===== src/rtl/demux_bank_pkg.sv =====
// rtl/demux_bank_pkg.sv - shared constants for the demux channel bank
package demux_bank_pkg;

    localparam int DEF_WIDTH = 32;
    localparam int DEF_NCH   = 8;

    localparam logic MODE_ADDR = 1'b0;
    localparam logic MODE_SEQ  = 1'b1;

endpackage


===== src/rtl/demux_chan.sv =====
// rtl/demux_chan.sv - one channel: data register plus loaded flag
module demux_chan
    import demux_bank_pkg::*;
#(
    parameter int WIDTH = DEF_WIDTH
) (
    input  logic             clk,
    input  logic             rst,
    input  logic             load,
    input  logic             clr,
    input  logic [WIDTH-1:0] d,
    output logic [WIDTH-1:0] q,
    output logic             valid
);

    // Data register: loads on write, holds through a clear.
    always_ff @(posedge clk or posedge rst) begin
        if (rst) begin
            q <= '0;
        end else if (load) begin
            q <= d;
        end
    end

    // Loaded flag: a same-cycle write wins over clear (clear first, then write).
    always_ff @(posedge clk or posedge rst) begin
        if (rst) begin
            valid <= 1'b0;
        end else if (load) begin
            valid <= 1'b1;
        end else if (clr) begin
            valid <= 1'b0;
        end
    end

endmodule


===== src/rtl/demux_bank.sv =====
// rtl/demux_bank.sv - write demultiplexer into a bank of NCH channel registers
module demux_bank
    import demux_bank_pkg::*;
#(
    parameter int WIDTH = DEF_WIDTH,
    parameter int NCH   = DEF_NCH,
    parameter int SELW  = $clog2(NCH)
) (
    input  logic                 clk,
    input  logic                 rst,
    input  logic [WIDTH-1:0]     din,
    input  logic                 din_valid,
    input  logic [SELW-1:0]      sel,
    input  logic                 mode,
    input  logic                 bcast,
    input  logic                 clr,
    output logic [NCH*WIDTH-1:0] dout,
    output logic [NCH-1:0]       dout_valid,
    output logic                 full,
    output logic [SELW-1:0]      wr_ptr,
    output logic                 err,
    output logic                 ovf
);

    // One extra bit so NCH itself is representable when NCH is a power of two.
    localparam logic [SELW:0]   NCH_W    = (SELW + 1)'(NCH);
    localparam logic [SELW-1:0] LAST_CH  = SELW'(NCH - 1);

    logic           in_range;
    logic [NCH-1:0] load;
    logic           err_next;
    logic           ovf_next;
    logic           seq_write;

    assign in_range  = {1'b0, sel} < NCH_W;
    assign seq_write = din_valid && !bcast && (mode == MODE_SEQ);
    assign err_next  = din_valid && !bcast && (mode == MODE_ADDR) && !in_range;
    // Overwrite check uses the pre-clear flags; broadcast reduces to "any valid".
    assign ovf_next  = |(load & dout_valid);
    assign full      = &dout_valid;

    // Per-channel load strobes: broadcast, sequential pointer, or in-range select.
    always_comb begin
        load = '0;
        for (int k = 0; k < NCH; k++) begin
            if (din_valid) begin
                if (bcast) begin
                    load[k] = 1'b1;
                end else if (mode == MODE_SEQ) begin
                    load[k] = (wr_ptr == SELW'(k));
                end else begin
                    load[k] = in_range && (sel == SELW'(k));
                end
            end
        end
    end

    // Sequential pointer: clear forces 0 even when the same cycle writes.
    always_ff @(posedge clk or posedge rst) begin
        if (rst) begin
            wr_ptr <= '0;
        end else if (clr) begin
            wr_ptr <= '0;
        end else if (seq_write) begin
            wr_ptr <= (wr_ptr == LAST_CH) ? '0 : wr_ptr + SELW'(1);
        end
    end

    // Single-cycle status pulses for the write just accepted.
    always_ff @(posedge clk or posedge rst) begin
        if (rst) begin
            err <= 1'b0;
            ovf <= 1'b0;
        end else begin
            err <= err_next;
            ovf <= ovf_next;
        end
    end

    for (genvar k = 0; k < NCH; k++) begin : g_chan
        demux_chan #(
            .WIDTH(WIDTH)
        ) u_chan (
            .clk  (clk),
            .rst  (rst),
            .load (load[k]),
            .clr  (clr),
            .d    (din),
            .q    (dout[k*WIDTH +: WIDTH]),
            .valid(dout_valid[k])
        );
    end

endmodule

===== config.mk =====
export PLATFORM = sky130hd
export DESIGN_NAME = demux_bank
export DESIGN_NICKNAME = d
export VERILOG_FILES = /design/src/rtl/demux_bank_pkg.sv /design/src/rtl/demux_chan.sv /design/src/rtl/demux_bank.sv
export SDC_FILE = /design/constraint.sdc
export NUM_CORES = 1
export LEC_CHECK = 0
export ABC_AREA = 1
export CORE_ASPECT_RATIO = 0.7
export CORE_MARGIN = 4
export CORE_UTILIZATION = 48
export DETAILED_ROUTE_END_ITERATION = 8
export PLACE_DENSITY = 0.82
export RECOVER_POWER = 25
export SETUP_SLACK_MARGIN = 0.5
export SYNTH_ARGS = -nofsm -noshare
export SYNTH_HDL_FRONTEND = slang
export SYNTH_HIERARCHICAL = 1
export SYNTH_SLANG_ARGS = --single-unit

===== constraint.sdc =====
create_clock -name clk -period 1.9 [get_ports clk]
set_clock_uncertainty 0.15 [all_clocks]
set_input_delay 0.38 -clock clk [delete_from_list [all_inputs] [get_ports clk]]
set_output_delay 0.38 -clock clk [all_outputs]
set_load 0.005 [all_outputs]

# == Yosys cells after proc, flatten, opt, wreduce, memory -nomap -nowiden ==
# Index checks and enable logic that the tools add are counted.
# Widths: inputs -> output; s select.
# classes
bitwise,1
reduce_logical,16
add_sub_neg,1
n_eq_ne,14
n_mux,36
# op_table
operator,count
$mux 1,33
$eq 3x3->1 const B,8
$reduce_bool 2->1,9
$eq 3x2->1 const B,4
$mux 3,3
$and 8x8->8,1
$reduce_and 8->1,1
$reduce_or 8->1,1
$eq 3x1->1 const B,2
$logic_not 3->1,2
$add 3x1->3 const B,1
$logic_and 1x1->1,2
$logic_not 1->1,1
# word_totals
wordCells,86
output_inout_bits,270
input_bits,41
register_bits,268

# == Depth between registers and ports, before layout ==
# depth
word_depth,6
ltp_mapped,13
depth_no_buf,10

# == Cells and area by module ==
# The synthesis kept the hierarchy.
# by_module_without_submodules
mod,seq_area_each_um2,area_per_inst_um2,cells_each,instances
demux_chan,825.8,1330.0,141,8
demux_bank,100.1,623.1,99,1

# == Worst setup path after synthesis ==
# No wires, ideal clock.
# synth_path
path_kind,register to register
start,register wr_ptr[0]
end,register g_chan[7].u_chan.q[0]
required_ns,1.634
t_arrival_ns,1.398
path_slack_ns,0.236
n_path_buf,2
path_stages_with_launch,9
synth_period_minus_slack_ns,1.664
setup_ns,0.116
cell_sequence,dfrtp_1 ha_1 ha_1 a21oi_1 a21oi_1 buf_6 clkbuf_8 nand2_1 nand2_1
# synth_via
elab_chain_len,4
# synth_rtl
element,line_no,text
"start, declared",demux_bank.sv:20,"output logic [SELW-1:0] wr_ptr,"
"start signal, assigned",demux_bank.sv:65,wr_ptr <= (wr_ptr == LAST_CH) ? '0 : wr_ptr + SELW'(1);
$eq 3x3->1,demux_bank.sv:50,load[k] = (wr_ptr == SELW'(k));
$mux 1,demux_bank.sv:49,end else if (mode == MODE_SEQ) begin
$mux 1,demux_bank.sv:47,if (bcast) begin
$mux 1,demux_bank.sv:46,if (din_valid) begin
named net load[7],demux_bank.sv:30,logic [NCH-1:0] load;
"end signal, assigned",demux_chan.sv:19,q <= '0;
"end signal, assigned",demux_chan.sv:21,q <= d;
"end, declared",demux_chan.sv:12,"output logic [WIDTH-1:0] q,"
# The timed path passes the listed nets, and every way through them passes these cells.
# A chain may end at the register's enable or synchronous reset.

# == Final worst setup path ==
# layout_path
start,register wr_ptr[0]
end,register g_chan[4].u_chan.q[23]
# layout_via
elab_chain_len,4
# layout_rtl
element,line_no
$eq 3x3->1,demux_bank.sv:50
$mux 1,demux_bank.sv:49
$mux 1,demux_bank.sv:47
$mux 1,demux_bank.sv:46
named net load[4],demux_bank.sv:30
"end signal, assigned",demux_chan.sv:19
"end signal, assigned",demux_chan.sv:21
"end, declared",demux_chan.sv:12
# The timed path passes the listed nets, and every way through them passes these cells.

==> flow_results.org <==
** Min path
- End point of the worst hold path :: g_chan[5].u_chan/q[27]
- The worst hold path was traced through 2 stages.
- Start point of the worst min-delay path :: g_chan[5].u_chan/q[27]
- The path class of the tightest hold or removal check is reg -> reg.

** Timing
- Measured against its own limit, the worst slew margin works out to 0.397.
- The routed design could run at a clock period as short as 1.97 ns.
- Across all setup checks in the final design, the least slack found is -0.0694 ns.
- Maximum achievable frequency :: 0.508 GHz
- Unrepaired setup endpoints after global routing :: true
- Minimum hold slack :: about 0.32 ns
- Final count of hold timing violations :: 0
- Setup-violating endpoint count in the final report :: 37
- The max-slew violation count came to 0.
- In the finished design, the share of the clock period the worst path needs comes to 1.04.
- For the pin with the worst max-slew slack, the measured transition is just over 0.9 ns.

** Pwr
- Static leakage :: between 9 and 10 nW
- Cell internal power was estimated by the tool at between 10 and 15 mW.
- The share of total power dissipated in combinational logic is 0.254.
- In this run the power spent charging and discharging nets is ~5 mW.
- Sw Share :: 0.304
- Maximum vdd drop :: ~0.8 mV
- Power comes to roughly 17 mW.
- Power per cell area :: ~1000 mW/mm^2
- Of the total power, registers draw 0.417.
- Of the total power, the clock network draws 0.329.

** Yosys
- The mapped netlist covers ~0.011 mm^2.
- Prevailing post-synth register cell :: dfrtp_1
- The largest total area in the synthesized netlist belongs to dfrtp_1.
- Synthesis instantiated 22 different standard cells from the library.
- Synth cell count leaders :: nand2_1, dfrtp_1, nand2_2, inv_1, buf_6
- Avg Synthesized Cell Area :: ~9 um^2
- For this run, the number of Yosys warnings is 6.
- nand2_1 is the most common cell in the netlist.
- Area fraction of the dominant cell type after synthesis :: 0.595
- Of the synthesized area, sequential elements account for 0.595.
- Yosys mapped a number of flops with a built-in enable equal to 0.
- Total of flip-flops plus latches after synthesis :: 268
- After synthesis, the share of flip-flops with an asynchronous set or reset is 1.00.
- Synthesized netlist cell count :: around 1,200
- The number of nets in the synthesized netlist is between 1,000 and 1,500.
- Ranked by total cell area, the synthesized netlist is headed by dfrtp_1, nand2_1, nand2_2.

** Route
- In the final routed layout, each cell accounts on average for around 24 um.
- Detailed-routing wirelength on met1 :: roughly 19,000 um
- The routed design uses 6630 um of met3 wire.
- In this run the top signal layer used is met4.
- TritonRoute pass-1 iters :: 7
- The detailed router placed about 11,000 vias in this run.
- The detail route stage leaves a number of antenna-violating nets equal to 0.
- Met2 wire len :: between 20,000 and 25,000 um
- Number of remaining DRC errors :: 0
- After detailed routing, the total wire length is around 50,000 um.
- Starting DRC count in detailed routing :: between 1,000 and 1,500
- Average vias per placed instance :: between 5 and 6

** Floorplanning
- Vert. Die Dim :: around 140 um
- Total Die Area :: ~0.026 mm^2
- Placement Rows :: 46
- The die is around 190 um wide.
- The initial utilization of the core area, before any placement, comes to 0.493.
- During I/O placement, the number of pins put on the boundary was between 300 and 400.
- In this run the standard cell core region covers between 0.02 and 0.025 mm^2.

** Run status
- Failing checks :: setup timing
- The flow ran to the end, but the final reports show violations.

** Worst setup path
- Slack of the worst reg-to-reg path :: -0.07 ns
- The worst setup path is launched from a flip-flop.
- Beginning of the worst register-to-register path :: wr_ptr[0]
- R2R Path End :: g_chan[4].u_chan/q[23]
- The worst setup path is captured at a flip-flop.
- On the critical path, the stage with the largest delay is an instance of dfrtp_1.
- The critical path starts at wr_ptr[0].
- The critical path in this run is classified as reg -> reg.
- By instance count, the cell type seen most on the critical path is nand2_2.
- Measured in cells, the most critical reg-to-reg path has a length of 11.
- Traced cell by cell, the critical path runs through buf_4 -> inv_2 -> buf_6 -> nand2_2 -> nand2_4 -> nand3_4 -> a21oi_4 -> buf_12 -> bufinv_16 -> nand2_2 -> nand2_1.
- At the worst endpoint, the required time is about 2.2 ns.
- Along the worst path, the maximum fanout reaches 9.
- Worst endpoint data arrival time :: 2.22 ns
- Slowest Stage Delay on Critical Path :: 0.40 ns

** Clock network
- The clock passes through at most 3 buffers.
- CTS tree :: done
- Clock-pin slew was measured on the worst setup and hold paths at around 0.070 ns.
- The later pin in the worst-skew pair is clocked with a latency of approximately 0.53 ns.
- Clock sinks :: 268
- CTS hold repair buffers :: 0
- In this run the number of H-tree levels came out at 1.
- The cell sitting at the root of the clock tree is a clkbuf_16.
- Clock buffer count from CTS :: 27

** Global routing
- Entering global routing, the biggest net connects 34 pins.
- Total global routing overflow :: 0
- Initial antenna violation count :: 0
- The number of global-route vias before repair came to 11,561.
- Wire length of the first global-routing pass :: just under 70,000 um
- For this run, the total global-route usage over all layers was measured as 0.351.

** Cells and area
- Fraction of final layout cells with drive strength greater than 1 :: 0.464
- Layout fillers :: about 1,500
- The repair_antennas step left the layout with diodes totalling 0.
- Register cell area after layout :: around 0.0067 mm^2
- In the final layout, the multi-input gates occupy approximately 0.0042 mm^2.
- The finished layout holds about 2,100 standard cells, fillers aside.
- Nets :: approximately 1,800
- Once layout is complete, the utilization of the core stands at 0.754.
- Relative area change from synthesis to final layout :: 53.0%

** Place
- Buffers placed on the I/O ports in this run total between 300 and 400.
- Placed cell count :: 1,856
- Final weighted congestion in routability-driven placement :: approximately 0.84
- Detailed placement HPWL :: around 27,000 um

** Run
- The tool flagged a number of max-cap violations equal to 0.
-- worst max-delay path, delay by kind of cell (launching register included) --
family | cells | cell delay (ns)
AOI/OAI and AO/OA | 1 | 0.17
DFF | 1 | 0.40
and+or+nand+nor | 5 | 0.41
buffers and inverters | 5 | 0.69
-- worst max-delay path by stage --
stage	end	depth (start not counted)
final	g_chan[4].u_chan/q[23]	11
after detailed placement	g_chan[0].u_chan/q[30]	9
after global routing	g_chan[4].u_chan/q[23]	11
after global placement	g_chan[2].u_chan/q[10]	13
after floorplan	g_chan[7].u_chan/q[0]	8
after CTS	dout_valid[2]	3
-- kinds of logic (layout without fill, tap and decap cells) --
| group | Yosys count | after routing | synth area share |
|---|---|---|---|
| flip-flops | 268 | 268 | 0.595 |
| AO/OA/AOI/OAI | 10 | 10 | 0.00444 |
| adder cells (fa/ha/maj) | 3 | 3 | 0.00333 |
| AND/OR/NAND/NOR | 846 | 846 | 0.307 |
| other | 1 | 1 | 0.000333 |
| buffers and inverters | 99 | 664 | 0.0893 |
-- metrics by stage --
stage	area, um^2	setup WS (ns)	TNS [ns]
finish	17200	-0.0694	-0.594
global route	17200	-0.111	-6.44
CTS	16700	-0.0219	-0.0347
detailed placement	14900	-0.377	-82.23
global placement	14900	-0.323	-74.08
floorplan	11300	0.311	0
-- registers in the layout, indices dropped and copies added (netlist names) --
| register | flops |
|---|---|
| g_chan.u_chan/valid | 8 |
| wr_ptr | 3 |
| ovf | 1 |
| g_chan.u_chan/q | 256 |
-- routing by layer --
metal  vias to the layer above  global-route usage
met1                      5582               0.445
met3                       196               0.120
met2                       838               0.561
met5                         -                   0
met4                         0               0.138
li1                       4777                   -
-- layout make-up --
| class | count | share of cell area |
|---|---|---|
| timing repair buffer | 562 | 0.259 |
| sequential | 268 | 0.389 |
| clock buffer | 38 | 0.0445 |
| tap | 312 | 0.0226 |
| clock inverter | 10 | 0.00762 |
| timing repair inverter | 15 | 0.0145 |
| inverter | 39 | 0.0185 |
| multi-input combinational | 860 | 0.244 |
-- power groups by stage --
stage               Clock (mW)  Combinational (mW)  Sequential (mW)
floorplan                    0                1.20             7.09
global placement             0                3.45             7.06
detailed placement           0                3.56             7.08
CTS                       5.49                3.93             6.93
global route              5.78                4.52             7.06
finish                    5.53                4.27             7.01
-- layout by cell type (no fill, tap or decap), drive strengths merged --
master / n
bufinv: 4
inv: 48
ha: 3
nor2: 6
nand4: 3
clkdlybuf4s15: 2
nand2: 817
buf: 501
nor3: 1
or2: 1
conb: 1
a21oi: 7
dlygate4sd3: 1
o21ai: 3
nand3: 18
dfrtp: 268
clkdlybuf4s50: 39
clkbuf: 57
clkinv: 12
-- repair_timing --
item	4_1_cts	5_1_grt
setup buffers	161	10
cloned	16	13
setup endpoints to repair	537	537
resized for setup	1276	79
pin swaps	96	34
No activity file was read; power rests on OpenSTA's default activity.
